[config.mk]
export PLATFORM = sky130hd
export DESIGN_NAME = audio_frame_ctrl
export DESIGN_NICKNAME = d
export VERILOG_FILES = /design/src/rtl/audio_pkg.sv /design/src/rtl/sck_div.sv /design/src/rtl/audio_frame_ctrl.sv
export SDC_FILE = /design/constraint.sdc
export NUM_CORES = 1
export LEC_CHECK = 0
export ABC_AREA = 0
export CAP_MARGIN = 20
export CORE_MARGIN = 1
export CORE_UTILIZATION = 61
export CTS_CLUSTER_DIAMETER = 40
export DETAILED_ROUTE_END_ITERATION = 10
export PLACE_DENSITY = 0.85
export SYNTH_ARGS = -nofsm -noshare
export SYNTH_HDL_FRONTEND = slang
export SYNTH_SLANG_ARGS = --single-unit
export TNS_END_PERCENT = 50
[constraint.sdc]
create_clock -name clk -period 3.63 [get_ports clk]
set_clock_uncertainty 0.2 [all_clocks]
set_input_delay 1.089 -clock clk [delete_from_list [all_inputs] [get_ports clk]]
set_output_delay 1.089 -clock clk [all_outputs]
set_load 0.1 [all_outputs]
[src/rtl/audio_pkg.sv]
// audio_pkg: shared definitions for the audio frame controller.
//   state_t       - frame controller FSM encoding
//   SAMPLE_W_DEF  - default bits per channel sample
//   FRAME_BITS    - bits in one stereo frame at the default sample width
//   frame_bits()  - stereo frame length for an arbitrary sample width
package audio_pkg;

    typedef enum logic [1:0] {
        ST_IDLE  = 2'd0,
        ST_PRIME = 2'd1,
        ST_RUN   = 2'd2
    } state_t;

    localparam int SAMPLE_W_DEF = 16;

    function automatic int frame_bits(input int w);
        return 2 * w;
    endfunction

    localparam int FRAME_BITS = frame_bits(SAMPLE_W_DEF);

endpackage

[src/rtl/sck_div.sv]
// sck_div: serial bit-clock generator for the audio frame controller.
//   clk       in   system clock
//   rst       in   synchronous active-high reset
//   run       in   divider enable; low holds sck=0 and the count at 0
//   sck       out  serial clock, SCK_HALF clks low then SCK_HALF clks high
//   fall_tick out  high in the clk cycle whose edge drives sck from 1 to 0
module sck_div #(
    parameter int SCK_HALF = 4
) (
    input  logic clk,
    input  logic rst,
    input  logic run,
    output logic sck,
    output logic fall_tick
);

    localparam logic [7:0] TC = 8'(SCK_HALF - 1);

    logic [7:0] div_cnt;
    logic       tc;

    assign tc        = (div_cnt == TC);
    assign fall_tick = run && tc && sck;

    always_ff @(posedge clk) begin
        if (rst || !run) begin
            div_cnt <= 8'd0;
            sck     <= 1'b0;
        end else if (tc) begin
            div_cnt <= 8'd0;
            sck     <= ~sck;
        end else begin
            div_cnt <= div_cnt + 8'd1;
        end
    end

endmodule

[src/rtl/audio_frame_ctrl.sv]
// audio_frame_ctrl: stereo sample-pair serialiser for an I2S-style DAC link.
//   clk          in   system clock
//   rst          in   synchronous active-high reset
//   en           in   run request (level)
//   sample_l/r   in   left/right two's complement samples
//   sample_valid in   source offers a pair
//   sample_ready out  one-deep pair buffer is empty
//   sck          out  serial bit clock
//   lrck         out  0 while left bits shift, 1 while right bits shift
//   sdin         out  serial data, MSB first
//   frame_start  out  one-clk pulse with each frame load
//   underrun     out  one-clk pulse when a frame loads with no pair pending
//
// state | meaning
// ------+-----------------------------------------------------------
// IDLE  | link quiet, waiting for en
// PRIME | en seen, waiting for the first buffered pair
// RUN   | sck running, shifting a frame; reloads at each frame end
module audio_frame_ctrl
    import audio_pkg::*;
#(
    parameter int SCK_HALF = 4,
    parameter int SAMPLE_W = SAMPLE_W_DEF
) (
    input  logic                clk,
    input  logic                rst,
    input  logic                en,
    input  logic [SAMPLE_W-1:0] sample_l,
    input  logic [SAMPLE_W-1:0] sample_r,
    input  logic                sample_valid,
    output logic                sample_ready,
    output logic                sck,
    output logic                lrck,
    output logic                sdin,
    output logic                frame_start,
    output logic                underrun
);

    localparam int FW = frame_bits(SAMPLE_W);
    localparam int BW = $clog2(FW);
    localparam logic [BW-1:0] LAST_BIT  = BW'(FW - 1);
    localparam logic [BW-1:0] RIGHT_BIT = BW'(SAMPLE_W);

    state_t          state, state_nx;
    logic [FW-1:0]   nbuf;
    logic            nfull;
    logic [FW-1:0]   shreg;
    logic [BW-1:0]   bit_cnt;
    logic            run;
    logic            fall_tick;
    logic            accept;
    logic            load;
    logic            load_zero;
    logic            shift;

    assign run          = (state == ST_RUN);
    assign sample_ready = ~nfull;
    assign accept       = sample_valid && ~nfull;

    sck_div #(.SCK_HALF(SCK_HALF)) u_sck_div (
        .clk       (clk),
        .rst       (rst),
        .run       (run),
        .sck       (sck),
        .fall_tick (fall_tick)
    );

    always_ff @(posedge clk) begin
        if (rst) begin
            state <= ST_IDLE;
        end else begin
            state <= state_nx;
        end
    end

    always_comb begin
        state_nx  = state;
        load      = 1'b0;
        load_zero = 1'b0;
        shift     = 1'b0;
        case (state)
            ST_IDLE: begin
                if (en) state_nx = ST_PRIME;
            end
            ST_PRIME: begin
                if (!en) begin
                    state_nx = ST_IDLE;
                end else if (nfull) begin
                    load     = 1'b1;
                    state_nx = ST_RUN;
                end
            end
            ST_RUN: begin
                if (fall_tick) begin
                    if (bit_cnt != LAST_BIT) begin
                        shift = 1'b1;
                    end else if (!en) begin
                        state_nx = ST_IDLE;
                    end else begin
                        load      = 1'b1;
                        load_zero = ~nfull;
                    end
                end
            end
            default: state_nx = ST_IDLE;
        endcase
    end

    // A pair accepted on an underrun boundary lands in nbuf, not the frame:
    // the zero frame is loaded from a constant, and the accept and the
    // buffer drain can never coincide because accept needs nfull=0.
    always_ff @(posedge clk) begin
        if (rst) begin
            nbuf        <= '0;
            nfull       <= 1'b0;
            shreg       <= '0;
            bit_cnt     <= '0;
            frame_start <= 1'b0;
            underrun    <= 1'b0;
        end else begin
            frame_start <= load;
            underrun    <= load_zero;
            if (load) begin
                shreg   <= load_zero ? '0 : nbuf;
                bit_cnt <= '0;
            end else if (shift) begin
                shreg   <= {shreg[FW-2:0], 1'b0};
                bit_cnt <= bit_cnt + BW'(1);
            end
            if (accept) begin
                nbuf  <= {sample_l, sample_r};
                nfull <= 1'b1;
            end else if (load && !load_zero) begin
                nfull <= 1'b0;
            end
        end
    end

    // shreg and bit_cnt keep the last frame after leaving RUN; gating keeps
    // the link quiet in IDLE/PRIME.
    assign sdin = run && shreg[FW-1];
    assign lrck = run && (bit_cnt >= RIGHT_BIT);

endmodule

Word level (Yosys, flattened, before mapping):

Cells that the tools add are included.

* register bits after elaboration: 83
* input port bits: 36
* output and inout port bits: 6
* word-level logic and storage cells: 63

* $add $sub $neg: 2
* $lt $le $gt $ge: 1
* equality and inequality tests: 9
* multiplexer cells: 25
* bitwise logic cells: 2
* reductions and logical operators: 15

Operator list (number)
* 32-bit 2-to-1 mux: 3
* 1-bit 2-to-1 mux: 14
* 2-bit 2-to-1 mux: 6
* 8-bit by 1-bit adder with 8-bit output, second input constant: 1
* 8-bit by 2-bit == test with 1-bit output, second input constant: 1
* 1-bit logical AND: 6
* 2-bit != test, second input constant: 3
* 2-bit one-hot mux with 3 select lines: 1
* 5-bit by 1-bit adder with 5-bit output, second input constant: 1
* 5-bit greater-or-equal comparator, second input constant: 1
* 5-bit != test, second input constant: 1
* 5-bit AND reduction: 1
* 2-bit nonzero test: 2
* 2-bit OR reduction: 2
* 3-bit != test, second input constant: 1
* 2-bit by 1-bit == test with 1-bit output, second input constant: 1
* 2-bit == test, second input constant: 1
* 1-bit zero test: 2
* 2-bit zero test: 1
* 2-bit by 1-bit != test with 1-bit output, second input constant: 1
* 1-bit NOT: 2
* 1-bit one-hot mux with 2 select lines: 1
* 1-bit logical OR: 1

Depth between registers and ports, before layout:

* depth in word-level cells: 9
* mapped depth: 9

By module:

From an unflattened synthesis, not the netlist that was laid out.

* cell total of the unflattened synthesis: 442
* area total of the unflattened synthesis: 3935.0 µm²

By module, submodules not included
* audio_frame_ctrl: times used 1, cells an instance 398, area an instance 3552.2 µm², seq. area each 1481.4 µm²
* sck_div: times used 1, cells an instance 44, area an instance 382.9 µm², seq. area each 180.2 µm²

Worst setup path after synthesis:

OpenSTA, ideal clock, no wires.

* path type: register to output
* start point: register state[0]
* end point: output sdin
* arrival time: 1.986 ns
* data required time: 2.341 ns
* slack: 0.355 ns
* cell stages (with the launch flop): 5
* cells stage by stage: dfxtp_1 -> inv_1 -> ha_1 -> inv_1 -> nor2_1

* longest elaborated chain between the ends: 2

RTL lines
* from (decl): RTL line audio_frame_ctrl.sv:44 `state_t state, state_nx;`
* from (signal assigned): RTL line audio_frame_ctrl.sv:72 `state <= state_nx;`
* 2-bit == test: RTL line audio_frame_ctrl.sv:56 `assign run = (state == ST_RUN);`
* 1-bit logical AND: RTL line audio_frame_ctrl.sv:141 `assign sdin = run && shreg[FW-1];`
* to (decl): RTL line audio_frame_ctrl.sv:34 `output logic sdin,`

No other way between the ends.

Final worst setup path:

* start point: input en
* end point: register shreg[1]

* longest elaborated chain between the ends: 6
* elaborated cells between the ends (all ways): 12
* those cells by class: 11 x mux; 1 x reduce/logical

RTL lines
* from (decl): RTL line audio_frame_ctrl.sv:27 `input logic en,`
* 1-bit 2-to-1 mux: RTL line audio_frame_ctrl.sv:97 `end else if (!en) begin`
* 1-bit 2-to-1 mux: RTL line audio_frame_ctrl.sv:95 `if (bit_cnt != LAST_BIT) begin`
* 1-bit 2-to-1 mux: RTL line audio_frame_ctrl.sv:94 `if (fall_tick) begin`
* 1-bit 2-to-1 mux: RTL line audio_frame_ctrl.sv:81 `case (state)`
* 32-bit 2-to-1 mux: RTL line audio_frame_ctrl.sv:124 `shreg <= load_zero ? '0 : nbuf;`
* 32-bit 2-to-1 mux: RTL line audio_frame_ctrl.sv:123 `if (load) begin`
* to (signal assigned): RTL line audio_frame_ctrl.sv:124
* to (signal assigned): RTL line audio_frame_ctrl.sv:127 `shreg <= {shreg[FW-2:0], 1'b0};`
* to (decl): RTL line audio_frame_ctrl.sv:47 `logic [FW-1:0] shreg;`

Several ways; a longest one is shown, not always the timed one.
A chain may end at the register's enable or synchronous reset.

==> reports/qor.tcl <==
set qor(drc) 3
set qor(grt_first_pass_wirelength_microns) 14100
set qor(pwr_density_cell_nw_per_um2) 392
set qor(cts_root_buffer) {sky130_fd_sc_hd__clkbuf_8}
set qor(ys_types) 40
set qor(start_util_pct) 63.9
set qor(r2r-start) {u_sck_div.div_cnt[0]}
set qor(ctsHtreeMaxLevel) 3
set qor(seq_power_share_pct) 51.7
set qor(grt_pass1_vias) 3103
set qor(numClockSinks) 83
set qor(synth_area_sq_um) 4100
set qor(path_clk_slew_ps) 80
set qor(power.static_leakage_uw) 0.00165
set qor(power.net_switching_uw) 438
set qor(clk-insertion-delay-late_ps) 350
set qor(antenna_violations_before_repair) 0
set qor(routabilityCongestion) 0.835
set qor(critical_path_arrival_ps) 3030
set qor(fmax_mhz) 331
set qor(post_cts.resized_instances) 0
set qor(share_clk_of_total_power_pct) 40.0
set qor(worst-r2r-cell-count) 6
set qor(ctsHoldBuffers) 0
set qor(place_ws_ps) 261
set qor(die_width_microns) 84.0
set qor(post_route_cells_drive_above_1_share_pct) 21.8
set qor(pin_count_of_the_biggest_net_entering_global_routing) 67
set qor(placed_cells_incl_taps) 524
set qor(cp_max_fo) 54
set qor(critical_path.startpoint_type) {primary input}
set qor(layout.core_utilization_pct) 73.6
set qor(sw_frac_of_total_pct) 23.6
set qor(dpl.hpwl_microns) 5340
set qor(grt_setup_unrepaired) {no}
set qor(worst-endpoint-required_ps) 3650
set qor(regArea_sq_um) 1660
set qor(layout.nets) 500
set qor(postRouteWirelength_microns) 8250
set qor(overall_track_demand_over_capacity_in_global_routing_pct) 24.9
set qor(failing_checks) {design-rule violations}
set qor(timing.critical_path.to) {shreg[1]}
set qor(finalSetupTns_ps) 0
set qor(timing.setup.critical_path_class) {primary input to flop}
set qor(postSynthAreaPerCell_sq_um) 9.37
set qor(drtPass1Iterations) 9
set qor(min_period_ps) 3020
set qor(cell_internal_pwr_uw) 1420
set qor(maximum_vdd_ir_drop_mv) 0.294
set qor(r2r_slack_ps) 740
set qor(insertedDiodeCount) 0
set qor(cts-root-to-sink-buffers) 2
set qor(globalRoute.totalOverflow) 0
set qor(routed_via_density) 5.94
set qor(routed-via-count) 3208
set qor(postSynth.topFlopCell) {sky130_fd_sc_hd__dfxtp_1}
set qor(die_height_microns) 84.0
set qor(edff_count_synth) 0
set qor(tightestPinTransition_ps) 529
set qor(dieArea_sq_um) 7060
set qor(finalHoldWorstSlack_ps) 270
set qor(synth.ff_latch_count) 83
set qor(synth_async_sr_flop_share_pct) 0
set qor(r2r-end) {shreg[8]}
set qor(cts_tree) {built}
set qor(setup_viol_count_final) 0
set qor(cap_viol_max_count) 0
set qor(worstSetupStartpoint) {en}
set qor(final_cells) 540
set qor(routed_wire_length_per_instance_microns) 15.3
set qor(final_hold_viol_count) 0
set qor(max_slew_margin_pct) 64.6
set qor(drt.antenna.violating_nets) 0
set qor(multiInputGateArea_sq_um) 2090
set qor(placementRows) 29
set qor(synthCells) 438
set qor(synthToLayoutAreaGrowth_pct) 15.2
set qor(status) {finished, violations left}
set qor(mappedNetlistNets) 480
set qor(cts_buffers) 9
set qor(cts_setup_buffers) 0
set qor(core_area_sq_um) 6420
set qor(comb_power_share_pct) 8.3
set qor(post-route-worst-setup-slack_ps) 612
set qor(worst_hold_path_type) {flop to flop}
set qor(drtIter0Drc) 258
set qor(fillerInstances) 452
set qor(synth_sequential_area_ratio_pct) 40.5
set qor(final_min_period_over_clock_period_pct) 83.1
set qor(slew_viol_final) 0
set qor(endpoint_type_of_the_worst_setup_path) {flop}
set qor(yosysWarnings) 0
set qor(port-buffer-count) 41
set qor(top_level_ports) 42
==> worst min-delay path by stage <==
| stage | startpoint | endpoint | slack (ps) | depth (start not counted) |
|---|---|---|---|---|
| 2_1_floorplan | nbuf[0] | nbuf[0] | 240 | 2 |
| 3_3_place_gp | nbuf[1] | nbuf[1] | 250 | 2 |
| 3_5_place_dp | nbuf[1] | nbuf[1] | 260 | 2 |
| 4_1_cts | nbuf[13] | nbuf[13] | 270 | 2 |
| 5_1_grt | nbuf[13] | nbuf[13] | 290 | 2 |
| 6_report | nbuf[19] | nbuf[19] | 270 | 2 |
==> flip-flops by register name (all words and copies together), names as in the netlist <==
signal             flops
bit_cnt                5
frame_start            1
nbuf                  32
nfull                  1
shreg                 32
state                  2
u_sck_div.div_cnt      8
u_sck_div.sck          1
underrun               1
==> layout by cell type (no fill, tap or decap), drive strengths merged, types with 3 or more instances in the layout <==
cell type / Yosys / routed
a2111oi: 31 / 31
a21oi: 36 / 36
a2bb2oi: 31 / 31
and3: 3 / 3
buf: 20 / 18
clkbuf: 23 / 10
clkdlybuf4s50: 0 / 34
dfxtp: 83 / 83
ha: 6 / 6
inv: 39 / 39
nand2: 65 / 65
nand3: 8 / 8
nor2: 20 / 20
nor4: 34 / 34
or3: 4 / 4
xnor2: 3 / 3
xor2: 6 / 6
==> critical path, stage by stage <==
cell,delay [ps]
sky130_fd_sc_hd__clkdlybuf4s50_1,600
sky130_fd_sc_hd__nand4_1,210
sky130_fd_sc_hd__nor4_4,260
sky130_fd_sc_hd__buf_12,310
sky130_fd_sc_hd__nor4_1,100
sky130_fd_sc_hd__a2111oi_0,420
==> logic make-up (layout without fill, tap and decap cells) <==
group | Yosys count | after routing | share of synthesized area (%)
xor+xnor | 9 | 9 | 1.92
simple gates | 152 | 152 | 18.5
flops | 83 | 83 | 40.5
compound gates | 104 | 104 | 27.8
fa+ha+maj | 6 | 6 | 1.83
mux | 2 | 2 | 0.488
buf+inv | 82 | 107 | 8.93
==> final cells by class <==
class,count,share of cell area [%]
Sequential cell,83,35.1
Clock buffer,10,2.91
Clock inverter,6,1.88
Multi-Input combinational cell,273,44.1
Tap cell,77,2.04
Timing Repair Buffer,52,10.8
Inverter,39,3.10
==> synthesized netlist by cell type (2+ instances only) <==
cell type / instances / area, sq um
sky130_fd_sc_hd__a2111oi_2: 30 / 450
sky130_fd_sc_hd__a21oi_1: 36 / 180
sky130_fd_sc_hd__a2bb2oi_1: 2 / 17.5
sky130_fd_sc_hd__a2bb2oi_2: 29 / 435
sky130_fd_sc_hd__and2_1: 2 / 12.5
sky130_fd_sc_hd__and3_1: 3 / 18.8
sky130_fd_sc_hd__buf_2: 14 / 70.1
sky130_fd_sc_hd__buf_6: 5 / 56.3
sky130_fd_sc_hd__clkbuf_1: 23 / 86.3
sky130_fd_sc_hd__dfxtp_1: 83 / 1660
sky130_fd_sc_hd__ha_1: 6 / 75.1
sky130_fd_sc_hd__inv_1: 39 / 146
sky130_fd_sc_hd__mux2i_1: 2 / 20.0
sky130_fd_sc_hd__nand2_1: 65 / 244
sky130_fd_sc_hd__nand3_1: 8 / 40.0
sky130_fd_sc_hd__nand3b_1: 2 / 15.0
sky130_fd_sc_hd__nand4_1: 2 / 12.5
sky130_fd_sc_hd__nand4b_1: 2 / 17.5
sky130_fd_sc_hd__nor2_1: 20 / 75.1
sky130_fd_sc_hd__nor4_1: 33 / 206
sky130_fd_sc_hd__or2_2: 2 / 12.5
sky130_fd_sc_hd__or3_1: 4 / 25.0
sky130_fd_sc_hd__or4_1: 2 / 15.0
sky130_fd_sc_hd__xnor2_1: 3 / 26.3
sky130_fd_sc_hd__xor2_1: 6 / 52.6
==> metal layers <==
metal	track usage (%)	vias to the layer above	part of all wire [%]	wire [microns]
li1	-	1609	-	-
met1	30.4	1513	44	3610
met2	42.3	66	50	4130
met3	6.63	20	3.9	319
met4	9.09	0	2.4	195
met5	0	-	0	0
==> through the flow <==
stage	total power [uW]	area, sq um
after floorplan	1070	4100
after CTS	1870	4730
after global placement	1130	4500
final	1850	4730
after global routing	1930	4730
after detailed placement	1130	4500
==> power groups by stage <==
stage / registers, uW / clock network (uW) / logic (uW)
after floorplan: 974 / 0 / 92.5
after global placement: 978 / 0 / 149
after detailed placement: 980 / 0 / 154
after CTS: 959 / 754 / 155
after global routing: 962 / 797 / 169
final: 959 / 741 / 154
No activity file was read; power rests on OpenSTA's default activity.
==> variant 1: new RTL, same settings <==
The package constant `SAMPLE_W_DEF` goes from 16 to 8.
--- a/src/rtl/audio_pkg.sv
+++ b/src/rtl/audio_pkg.sv
@@ -13,3 +13,3 @@
 
-    localparam int SAMPLE_W_DEF = 16;
+    localparam int SAMPLE_W_DEF = 8;
 
Interface: changed (resized sample_l and sample_r); port bits go from 42 to 26. No check against the original RTL was run, so the function may have changed too.
==> variant 1 against the original RTL <==
  * Sequential power fell by 40%
  * Highest routed layer unchanged
  * Cell area fell by 46%
  * Sequential cell count fell by 33
  * Register-to-register slack improved by 340 ps
  * Area after synthesis fell by 46%
  * Total power fell by 45%
  * Critical path depth fell by 2
  * Worst setup slack improved by 180 ps
  * Routed wire length fell by 52%
==> variant 1: results (changes against the original RTL) <==
- Initial DRC Count: 82 (was 258)
- Synth top cells by count: dfxtp_1 (50), nand2_1 (39), inv_1 (23) (was dfxtp_1 (83), nand2_1 (65), inv_1 (39))
- CTS clk-pin slew, worst paths: 140 ps (was 80 ps)
- CTS HTree Levels: 2 (was 3)
- Mapped Avg Cell Area: 9.04 µm² (was 9.37 µm²)
- Largest incremental delay on the critical path: 360 ps (was 600 ps)
- Share of layout cells above drive strength 1: 8.12% (was 21.8%)
- Post-DP HPWL: 2650 µm (was 5340 µm)
- Root Driver: clkbuf_4 (was clkbuf_8)
- Overall routed net length: 3920 µm (was 8250 µm)
- R2R setup slack: 1080 ps (was 740 ps)
- Worst EP arrival: 1550 ps (was 3030 ps)
- Via count: 1727 (was 3208)
- Vias in the first global route: 1610 (was 3103)
- DR WL met2: 1940 µm (was 4130 µm)
- Total placed cells including tap cells: 308 (was 524)
- DP Area: 2450 µm² (was 4500 µm²)
- Top cells by area, synth: dfxtp_1 (45%), mux2i_1 (7.2%), nand2_1 (6.6%) (was dfxtp_1 (40%), a2111oi_2 (11%), a2bb2oi_2 (11%))
- Hold_ws: 263 ps (was 270 ps)
- Switching pwr: 0.251 mW (was 0.438 mW)
- Post-Route M1 WL: 1790 µm (was 3610 µm)
- Power Total: 1.02 mW (was 1.85 mW)
- Outcome: completed (was finished, violations left)
- Met3 WL: 140 µm (was 319 µm)
- GRT Total Usage: 22.7% (was 24.9%)
- Pre-CTS setup slack: 320 ps (was 261 ps)
- VDD IR max: 0.245 mV (was 0.294 mV)
- Final setup margin: 793 ps (was 612 ps)
- Largest registers: nbuf x16, shreg x16, u_sck_div.div_cnt x8 (was nbuf x32, shreg x32, u_sck_div.div_cnt x8)
- Grt met3 use: 6.07% (was 6.63%)
- Worst Max-Slew Pin Slew: 576 ps (was 529 ps)
- CP Max Fanout: 8 (was 54)
- Clock Power Share: 31.3% (was 40.0%)
- CTS Buf Count: 5 (was 9)
- Net Count, Synth: 271 (was 480)
- Synth unique cells: 38 (was 40)
- Later-pin clock latency in the skew report: 370 ps (was 350 ps)
- Logic pwr share: 11.8% (was 8.3%)
- Crit-path slowest cell: dfxtp_1 (was clkdlybuf4s50_1)
- TritonRoute pass-1 iters: 4 (was 9)
- Seq/Total Area, Yosys: 45.2% (was 40.5%)
- GR Util met2: 39.6% (was 42.3%)
- Routed length per instance: 12.4 µm (was 15.3 µm)
-- variant 1: worst paths after layout --
path | start | to | cells after the start
worst min-delay path | nbuf[8]$_SDFFE_PP0P_ | nbuf[8]$_SDFFE_PP0P_ | 2
worst max-delay path | state[0]$_SDFFE_PP0P_ | lrck | 4
worst min register to register | nbuf[8]$_SDFFE_PP0P_ | nbuf[8]$_SDFFE_PP0P_ | 2
worst max register to register | u_sck_div.div_cnt[0]$_SDFF_PP0_ | shreg[4]$_SDFFE_PP0P_ | 6
-- variant 1: area by class of cell --
cell class                      instances  area [µm²]
Fill cell                             276         878
Tap cell                               46        57.6
Clock inverter                          1        30.0
Timing Repair Buffer                   29         278
Clock buffer                            7        45.0
Inverter                               23        86.3
Multi-Input combinational cell        161        1040
Sequential cell                        50        1000
-- variant 1: logic make-up after synthesis --
family	share of synthesized area, %
simple gates	20.6
flops	45.2
compound gates	12.6
buf+inv	7.90
mux	7.23
xor+xnor	3.16
fa+ha+maj	3.39
==> variant 2: new RTL, config.mk and constraints unchanged <==
Made on the original files. Re-encode `state_t` (3 states) as one-hot, 3 bits wide.
--- a/src/rtl/audio_pkg.sv
+++ b/src/rtl/audio_pkg.sv
@@ -7,6 +7,6 @@
 
-    typedef enum logic [1:0] {
-        ST_IDLE  = 2'd0,
-        ST_PRIME = 2'd1,
-        ST_RUN   = 2'd2
+    typedef enum logic [2:0] {
+        ST_IDLE  = 3'b001,
+        ST_PRIME = 3'b010,
+        ST_RUN   = 3'b100
     } state_t;
Check against the original RTL: same outputs for any inputs over 10 cycles, from zero or initial values and one cycle with rst high; not proved beyond that.
==> variant 2 against the original RTL <==
  * Total power down 6.4%
  * Sequential cell count up 1
  * Global-route usage up 1.6 points
  * Worst setup slack better by 36 ps
  * Worst hold slack worse by 14 ps
  * Routed wire length down 13%
  * Sequential power up 0.6%
  * Cell area down 15%
  * Area after synthesis down 16%
  * Largest cell class is now registers
  * Largest power group unchanged
  * Highest routed layer unchanged
==> variant 2: results (changes against the original RTL) <==
- Outcome: completed (was finished, violations left)
- Clock network power: 0.637 mW (was 0.741 mW)
- Pin count of the biggest net entering global routing: 44 (was 67)
- Net Count, Synth: 458 (was 480)
- CP delay by family, top: simple AND/OR/NAND/NOR gates (was buffers and inverters)
- Clock Power Share: 36.7% (was 40.0%)
- Crit-path slowest cell: dfxtp_1 (was clkdlybuf4s50_1)
- Top cells by area, synth: dfxtp_1 (49%), nand2_1 (11%), a221oi_1 (7.8%) (was dfxtp_1 (40%), a2111oi_2 (11%), a2bb2oi_2 (11%))
- GRT Total Usage: 26.5% (was 24.9%)
- Routed length per instance: 13.7 µm (was 15.3 µm)
- Seq/Total Area, Yosys: 48.6% (was 40.5%)
- Xor and xnor area share after synthesis: 2.53% (was 1.92%)
- TritonRoute pass-1 iters: 4 (was 9)
- Tmin final: 2980 ps (was 3020 ps)
- Post-synthesis mux area share: 0.579% (was 0.488%)
- CP Max Fanout: 8 (was 54)
- Hold_ws: 256 ps (was 270 ps)
- VDD IR max: 0.298 mV (was 0.294 mV)
- Vias in the first global route: 2832 (was 3103)
- Gpl congestion: 0.789 (was 0.835)
- Nets: 486 (was 500)
- Pleak: 1.43 nW (was 1.65 nW)
- Largest incremental delay on the critical path: 470 ps (was 600 ps)
- Pre-CTS setup slack: 621 ps (was 261 ps)
- Crit path capture: lrck (was shreg[1]$_SDFFE_PP0P_)
- Worst R2R End: shreg[20]$_SDFFE_PP0P_ (was shreg[8]$_SDFFE_PP0P_)
- Worst Min Path Start: nbuf[17]$_SDFFE_PP0P_ (was nbuf[19]$_SDFFE_PP0P_)
- Via count: 2954 (was 3208)
- Grt met3 use: 3.81% (was 6.63%)
- Synth unique cells: 35 (was 40)
- Share of layout cells above drive strength 1: 7.08% (was 21.8%)
- Adder-cell share of the synthesized area: 1.08% (was 1.83%)
- Synth top cells by count: nand2_1 (97), dfxtp_1 (84), inv_1 (36) (was dfxtp_1 (83), nand2_1 (65), inv_1 (39))
- R2R setup slack: 950 ps (was 740 ps)
- First-pass GRT wire length: 12600 µm (was 14100 µm)
- Slew HR: 50.9% (was 64.6%)
- Sw frac: 23.5% (was 23.6%)
- Hold Path End: nbuf[17]$_SDFFE_PP0P_ (was nbuf[19]$_SDFFE_PP0P_)
- Initial DRC Count: 235 (was 258)
variant 2: cell types whose count changed after synthesis, sizes merged, moves of 8 or more:
cell,before,now
nor4,34,0
o21ai,1,34
nand2,65,97
a2111oi,31,0
a221oi,0,31
a2bb2oi,31,0
nor2,20,9
buf,20,12
variant 2: layout make-up:
class	instances	area [µm²]	area share, %
flip-flops and latches	84	1680	41.7
multi-input cells	266	1480	36.7
repair buffers	50	463	11.5
clock buffers	12	135	3.35
inverters	36	135	3.35
well taps	72	90.1	2.23
clock inverters	4	50.0	1.24
variant 2: stage by stage:
stage               area, µm²  util, %  cells
floorplan                3460        -    419
global route             4030     73.7    524
CTS                      4030     73.7    524
detailed placement       3850     70.3    508
global placement         3850     70.3    508
finish                   4030     73.7    524
variant 2: per-layer routing:
layer | share of wire [%] | vias to the layer above
li1 | - | 1478
met5 | 0 | -
met2 | 49 | 83
met4 | 2.8 | 0
met1 | 43 | 1374
met3 | 4.5 | 19
